$ cat src/rtl/bit_stream_serializer.sv
`default_nettype none
// ============================================================================
// bit_stream_serializer: valid/ready parallel-in, serial-out with DIV clocks/bit
// Revision: 1.0
// ============================================================================
module bit_stream_serializer #(
  parameter int WIDTH = 8,
  parameter int DIV   = 4
) (
  input  logic             clk,
  input  logic             reset,
  input  logic [WIDTH-1:0] data_in,
  input  logic             msb_first,
  input  logic             load_valid,
  output logic             load_ready,
  output logic             out,
  output logic             out_valid,
  output logic             busy,
  output logic             frame_done
);

  localparam int DIV_W = (DIV > 1) ? $clog2(DIV) : 1;
  localparam int CNT_W = $clog2(WIDTH);
  localparam logic [DIV_W-1:0] DIV_LAST = DIV_W'(DIV - 1);
  localparam logic [CNT_W-1:0] BIT_LAST = CNT_W'(WIDTH - 1);

  typedef enum logic [0:0] {
    IDLE  = 1'b0,
    SHIFT = 1'b1
  } state_t;

  state_t           state_q, state_d;
  logic [WIDTH-1:0] shift_q, shift_d;
  logic [CNT_W-1:0] bit_cnt_q, bit_cnt_d;
  logic [DIV_W-1:0] div_cnt_q, div_cnt_d;
  logic [WIDTH-1:0] load_word;
  logic             bit_end;
  logic             accept;

  // LSB-first words are reversed on capture so the shifter always emits bit WIDTH-1
  always_comb begin
    load_word = data_in;
    if (!msb_first) begin
      for (int i = 0; i < WIDTH; i++) begin
        load_word[i] = data_in[WIDTH-1-i];
      end
    end
  end

  assign busy       = (state_q == SHIFT);
  assign bit_end    = busy && (div_cnt_q == DIV_LAST);
  assign out_valid  = bit_end;
  assign frame_done = bit_end && (bit_cnt_q == BIT_LAST);
  assign load_ready = (state_q == IDLE) || frame_done;
  assign out        = busy && shift_q[WIDTH-1];
  assign accept     = load_valid && load_ready;

  always_comb begin
    state_d   = state_q;
    shift_d   = shift_q;
    bit_cnt_d = bit_cnt_q;
    div_cnt_d = div_cnt_q;
    if (accept) begin
      state_d   = SHIFT;
      shift_d   = load_word;
      bit_cnt_d = '0;
      div_cnt_d = '0;
    end else if (state_q == SHIFT) begin
      if (frame_done) begin
        state_d   = IDLE;
        shift_d   = '0;
        bit_cnt_d = '0;
        div_cnt_d = '0;
      end else if (bit_end) begin
        shift_d   = {shift_q[WIDTH-2:0], 1'b0};
        bit_cnt_d = bit_cnt_q + CNT_W'(1);
        div_cnt_d = '0;
      end else begin
        div_cnt_d = div_cnt_q + DIV_W'(1);
      end
    end
  end

  always_ff @(posedge clk) begin
    if (!reset) begin
      state_q   <= IDLE;
      shift_q   <= '0;
      bit_cnt_q <= '0;
      div_cnt_q <= '0;
    end else begin
      state_q   <= state_d;
      shift_q   <= shift_d;
      bit_cnt_q <= bit_cnt_d;
      div_cnt_q <= div_cnt_d;
    end
  end

endmodule
`default_nettype wire

$ cat config.mk
export PLATFORM = sky130hd
export DESIGN_NAME = bit_stream_serializer
export DESIGN_NICKNAME = d
export VERILOG_FILES = /design/src/rtl/bit_stream_serializer.sv
export SDC_FILE = /design/constraint.sdc
export NUM_CORES = 1
export LEC_CHECK = 0
export CAP_MARGIN = 10
export CORE_UTILIZATION = 53
export CTS_CLUSTER_DIAMETER = 150
export CTS_CLUSTER_SIZE = 8
export DETAILED_ROUTE_END_ITERATION = 16
export PLACE_DENSITY = 0.82
export SLEW_MARGIN = 20
export SYNTH_ARGS = -nofsm -noshare
export SYNTH_HDL_FRONTEND = slang
export SYNTH_SLANG_ARGS = --single-unit
$ cat constraint.sdc
create_clock -name clk -period 2.7 [get_ports clk]
set_clock_uncertainty 0.05 [all_clocks]
set_input_delay 0.675 -clock clk [delete_from_list [all_inputs] [get_ports clk]]
set_output_delay 0.675 -clock clk [all_outputs]
set_load 0.05 [all_outputs]
==> flow_summary.ini, run 1 <==
[finish]
layoutNonFillerInstCount = 123
drive_gt1_share_pct = 16.67
antennaDiodeCount = 0
final_area_sq_um = 985.9
syn_to_final_growth_pct = 19.39
postLayoutCoreUtil_pct = 72.16
nFillCells = 113
fin_nets = 125

[placed_design]
post_dp_cell_area_sq_um = 963.4
dp.cells = 120
port_buffers = 16
place_congestion = 0.7868
dp_slack_ns = 0.5134
dp_hpwl_mm = 1.174

[die]
die_y_microns = 41.47
io_pins = 17
die-area_sq_mm = 0.001720
initial_utilization_pct = 60.44
fp.dieW_microns = 41.47
core_sq_mm = 0.001366
placementRows = 13

[sta]
setup_viol = 0
setup_tns_ns = 0
finalCritPeriodShare_pct = 93.61
worstMarginPinSlew_ns = 0.4975
hold_viol_final = 0
max_slew_margin_pct = 66.73
rsz0062_at_grt = no
finalWorstSetupSlack_ns = 0.1727
fin_crit_ns = 2.527
holdWs_ns = 0.4203
finalMaxSlewViolations = 0
fmax_mhz = 395.7

[run]
drv_cap = 0

[clock_tree]
numCtsBuffers = 3
clkTransAtPathRegs_ns = 0.08
clkLatencyLatePin_ns = 0.28
clock-root-buffer = clkbuf_4
post_cts_resized = 0
clock_path_buffers = 2
cts_max_level = 1
postCtsHoldBufs = 0
tritoncts = built
cts_setup_buffers = 0
cts.sinks = 14

[global_route]
grt.overflow.total = 0
grt_pass1_wl_mm = 2.608
grt_max_degree = 14
antenna_found_initial = 0
grt_pass1_vias = 585
grt.total_usage_pct = 19.78

[detailed_routing]
vias = 692
drtIter0Drc = 16
dr.pass1.iters = 4
routed_wl_mm = 1.571
post_drt_wl_per_cell_microns = 12.77
drc = 0
ant_nets = 0
routed_via_density = 5.626

[synth]
synth_nets = 110
synthMuxAreaShare_pct = 15.15
synth_edf_count = 0
yosys.area_share.xor_xnor_pct = 0
syn-instance-count = 95
yosys_warnings = 0
synth_area_sq_um = 825.8
yosysSeqAreaShare_pct = 33.94
async_flop_share_pct = 0
synth_compound_area_share_pct = 19.24
synth_cell_type_count = 27
ys.flop_type = dfxtp_1
synth-simple-area-share_pct = 19.70
ys_ff_latch = 14
synth_fa_ha_area_share_pct = 4.545
synth_top_family_by_area = simple AND/OR/NAND/NOR gates
avgSynthCellArea_sq_um = 8.693

[power]
power.total_mw = 0.4319
powerDensity_mw_per_mm2 = 438.1
leakage_nw = 0.4194
ir_worst_vdd_uv = 419.4

[setup_path]
worst_ep_arrival_time_ns = 1.80
r2r-start = bit_cnt_q[0]
crit_path_max_fanout = 11
start_kind = flop
crit_type = flop to output pin
crit_required_ns = 1.98
end_kind = output pin
cp-startpoint = bit_cnt_q[0]

[min_path]
hold_path_class = flop to flop
min-delay-start = bit_cnt_q[1]

[status]
status = complete, no violations
[routing by layer]
layer / GRT usage [%] / wire (microns) / part of all wire [%] / up-vias
li1: - / - / - / 362
met1: 25.89 / 766 / 49 / 315
met2: 30.94 / 723 / 46 / 13
met3: 7.826 / 76 / 4.8 / 2
met4: 3.871 / 5 / 0.32 / 0
met5: 0 / 0 / 0 / -
[cells in the mapped netlist, drive strengths merged (3+ instances only)]
cell type | number | share of area, %
a21oi | 10 | 6.5
buf | 5 | 5.6
dfxtp | 14 | 34
ha | 3 | 4.5
mux2 | 9 | 13
nand2 | 3 | 1.4
nand3 | 10 | 6.1
nor2 | 4 | 1.8
nor2b | 8 | 6.1
o21ai | 14 | 8.5
[cell families (layout without fill, tap and decap cells)]
| group | Yosys count | in the layout |
|---|---|---|
| adders and majority gates | 3 | 3 |
| muxes | 11 | 11 |
| DFF | 14 | 14 |
| AOI/OAI and AO/OA | 28 | 28 |
| buffers and inverters | 9 | 22 |
| and+or+nand+nor | 30 | 30 |
[worst max-delay path, cell delays in order, from the launching register on]
cell     delay [ns]
dfxtp_1        0.36
ha_1           0.16
ha_1           0.39
a21bo_1        0.42
buf_12         0.19
[cells in the final DEF, fill, tap and decap left out, drive strengths merged]
cell type / instances
nand2: 3
and2: 1
inv: 2
a21bo: 2
nor3b: 1
ha: 3
buf: 4
clkdlybuf4s50: 13
nand4b: 1
mux2i: 2
nand3: 10
clkbuf: 3
dfxtp: 14
a21oi: 10
nor2b: 8
nor2: 4
mux2: 9
and3: 1
or2b: 1
a21boi: 2
o21ai: 14
[path summary, 6_finish.rpt]
| kind | to | slack [ns] | cells past startpoint |
|---|---|---|---|
| worst max-delay path | load_ready | 0.17 | 4 |
| worst min-delay path | bit_cnt_q[1] | 0.42 | 2 |
| worst min register to register | bit_cnt_q[1] | 0.42 | 2 |
| worst max register to register | div_cnt_q[1] | 0.89 | 5 |
[state kept, by name, indices dropped and copies added, names as in the netlist]
| signal | flops |
|---|---|
| div_cnt_q | 2 |
| bit_cnt_q | 3 |
| busy | 1 |
| shift_q | 8 |
[cell type report]
class | count | area (sq um) | share of cell area [%]
clock buffer | 3 | 22.52 | 2.284
inverter | 2 | 7.507 | 0.7614
multi-input combinational | 72 | 484.2 | 49.11
sequential | 14 | 280.3 | 28.43
tap | 15 | 18.77 | 1.904
timing repair buffer | 17 | 172.7 | 17.51
[report_power, final]
part | switching, mW | internal [mW]
registers | 0.00539 | 0.218
clock network | 0.0608 | 0.0517
logic | 0.0463 | 0.0501
total | 0.112 | 0.320
Power figures use the tool's default switching activity.
==> run 2: changes to the inputs <==
--- a/config.mk
+++ b/config.mk
@@ -6,10 +6,11 @@
 export NUM_CORES = 1
 export LEC_CHECK = 0
+export ABC_AREA = 1
 export CAP_MARGIN = 10
-export CORE_UTILIZATION = 53
+export CORE_UTILIZATION = 44
 export CTS_CLUSTER_DIAMETER = 150
 export CTS_CLUSTER_SIZE = 8
 export DETAILED_ROUTE_END_ITERATION = 16
-export PLACE_DENSITY = 0.82
+export PLACE_DENSITY = 0.7
 export SLEW_MARGIN = 20
 export SYNTH_ARGS = -nofsm -noshare
==> constraint.sdc (replaced) <==
create_clock -name clk -period 2.7 [get_ports clk]
set_clock_uncertainty 0.05 [all_clocks]
set_input_delay 0.54 -clock clk [delete_from_list [all_inputs] [get_ports clk]]
set_output_delay 0.54 -clock clk [all_outputs]
set_load 0.05 [all_outputs]
==> run 2 against run 1 <==
Worst setup slack better by 0.056 ns; final cell count grew 33%; design area grew 2.3%; highest routed layer unchanged; register-to-register slack lost 0.04 ns; sequential cell count unchanged; routed wire length grew 3.6%.
==> flow_summary.ini, run 2 <==
[status]
status = complete, no violations

[clock_tree]
cts.sinks = 14
postCtsHoldBufs = 0
cts_setup_buffers = 0
numCtsBuffers = 3
post_cts_resized = 0
cts_max_level = 1
tritoncts = built
clkTransAtPathRegs_ns = 0.08
clock-root-buffer = clkbuf_4
clock_path_buffers = 2
clkLatencyLatePin_ns = 0.27

[synth]
ys_ff_latch = 14
synthMuxAreaShare_pct = 0
synth_cell_type_count = 14
synthTopCellsByCount = nand2_1, a21oi_1, dfxtp_1, inv_1, nand3_1
ys.flop_type = dfxtp_1
avgSynthCellArea_sq_um = 6.609
synth-simple-area-share_pct = 30.69
syn-instance-count = 124
synth_nets = 139
yosys_warnings = 0
synth_edf_count = 0
synth_top_area_share_pct = 34.20
synth_area_sq_um = 819.5
yosysMostFrequentCell = nand2_1
yosysSeqAreaShare_pct = 34.20
synth_fa_ha_area_share_pct = 4.580
synthTopCellsByArea = dfxtp_1, nand2_1, a21oi_1
synth_top_family_by_area = simple AND/OR/NAND/NOR gates
yosys.area_share.xor_xnor_pct = 0
synth_compound_area_share_pct = 19.24
synth_top_cell_by_area = dfxtp_1
async_flop_share_pct = 0

[finish]
fin_nets = 156
layoutNonFillerInstCount = 164
drive_gt1_share_pct = 5.755
antennaDiodeCount = 0
final_common_cell = nand2_1
largest_reg_flops = 8
largestRegisters = shift_q: 8 flops, bit_cnt_q: 3 flops, div_cnt_q: 2 flops
top_register = shift_q
mostFrequentLayoutCells = nand2_1, inv_1, a21oi_1, dfxtp_1, clkdlybuf4s50_1
syn_to_final_growth_pct = 23.05

[setup_path]
start_kind = flop
crit_type = flop to output pin
critPathSlowestCell = clkdlybuf4s50_1
crit_path_max_fanout = 5
worstPathCellList = ha_1 > nand2_1 > inv_1 > clkdlybuf4s50_1
worst_ep_arrival_time_ns = 1.88
r2r_setup_slack_ns = 0.85
end_kind = output pin
crit_required_ns = 2.11
max_stage_delay_ns = 0.82

[global_route]
antenna_found_initial = 0
grt_pass1_vias = 707
grt.overflow.total = 0
grt.total_usage_pct = 19.63
grt_pass1_wl_mm = 2.946
grt_max_degree = 13

[power]
switching_share_pct = 27.73
pwr-share-clk_pct = 26.3
internal_power_mw = 0.3092
switchingPower_mw = 0.1187
leakage_nw = 0.4952
ir_worst_vdd_uv = 221.5
seqPwrFrac_pct = 52.5
power.combinational.fraction_pct = 21.1
powerDensity_mw_per_mm2 = 424.3

[die]
io_pins = 17
initial_utilization_pct = 47.46
die-area_sq_mm = 0.002039
core_sq_mm = 0.001727
fp.dieW_microns = 45.16
die_y_microns = 45.16
placementRows = 15

[sta]
finalMaxSlewViolations = 0
finalCritPeriodShare_pct = 91.53
fin_crit_ns = 2.471
setup_tns_ns = 0
max_slew_margin_pct = 67.16
rsz0062_at_grt = no
fmax_mhz = 404.7
hold_viol_final = 0
setup_viol = 0
worstMarginPinSlew_ns = 0.4910

[placed_design]
dp.cells = 161
port_buffers = 16
dp_hpwl_mm = 1.304
place_congestion = 0.7247

[detailed_routing]
routed_via_density = 4.787
drtIter0Drc = 9
drc = 0
ant_nets = 0
dr.pass1.iters = 4
post_drt_wl_per_cell_microns = 9.921
routed_wl_mm = 1.627
vias = 785

[run]
drv_cap = 0

[min_path]
hold_path_class = flop to flop
[run 2: cell types whose count changed after synthesis, moves of 2 or more]
cell      before  now
a21oi_1        9   14
clkbuf_1       2    0
inv_1          2   14
mux2_2         8    0
mux2i_1        2    0
nand2_1        3   39
nor2_1         4    9
nor2b_1        8    0
o21ai_1        8    0
o21bai_1       0    7
[run 2: power by group through the flow]
stage | clock network, mW | logic (mW) | registers (mW)
after global placement | 0 | 0.0893 | 0.229
final | 0.113 | 0.0903 | 0.225
after CTS | 0.115 | 0.0906 | 0.225
after detailed placement | 0 | 0.0905 | 0.230
after floorplan | 0 | 0.0561 | 0.232
after global routing | 0.127 | 0.102 | 0.227
[run 2: cell families after synthesis]
logic type	count (synthesis)
buf+inv	19
compound gates	28
flops	14
fa+ha+maj	3
simple gates	60
[run 2: layer usage]
layer | global-route usage (%) | vias up | part of all wire (%)
met3 | 1.200 | 2 | 2.4
met4 | 9.091 | 0 | 0.86
met1 | 23.83 | 339 | 46
li1 | - | 430 | -
met2 | 35.07 | 14 | 51
met5 | 0 | - | 0
[run 2: path summary, 6_finish.rpt]
path / cells past startpoint / startpoint / end
max: 4 / div_cnt_q[0] / out_valid
max reg2reg: 7 / bit_cnt_q[0] / bit_cnt_q[0]
min reg2reg: 2 / div_cnt_q[1] / div_cnt_q[1]
min: 2 / div_cnt_q[1] / div_cnt_q[1]
[run 2: worst max-delay path: cells and delay by family, from the launching register on]
kind,cells,cell delay [ns]
adders and majority gates,1,0.20
and+or+nand+nor,1,0.08
DFF,1,0.36
buffers and inverters,2,0.96
[run 2: cell type report]
cell class / count / area (sq um)
fill: 162 / 718.2
multi-input combinational: 91 / 446.7
sequential: 14 / 280.3
timing repair buffer: 17 / 175.2
inverter: 14 / 52.55
tap: 25 / 31.28
clock buffer: 3 / 22.52
[run 2: through the flow]
step	power, mW	setup WS, ns	util, %	hold slack (ns)	area (sq um)
3_3_place_gp	0.3182	0.5842	57.10	0.4090	985.9
6_report	0.4279	0.2288	58.41	0.4237	1008
3_5_place_dp	0.3200	0.5195	57.10	0.4130	985.9
2_1_floorplan	0.2876	0.8015	-	0.3933	819.5
4_1_cts	0.4304	0.2165	58.41	0.4246	1008
5_1_grt	0.4562	0.1441	58.41	0.4395	1008
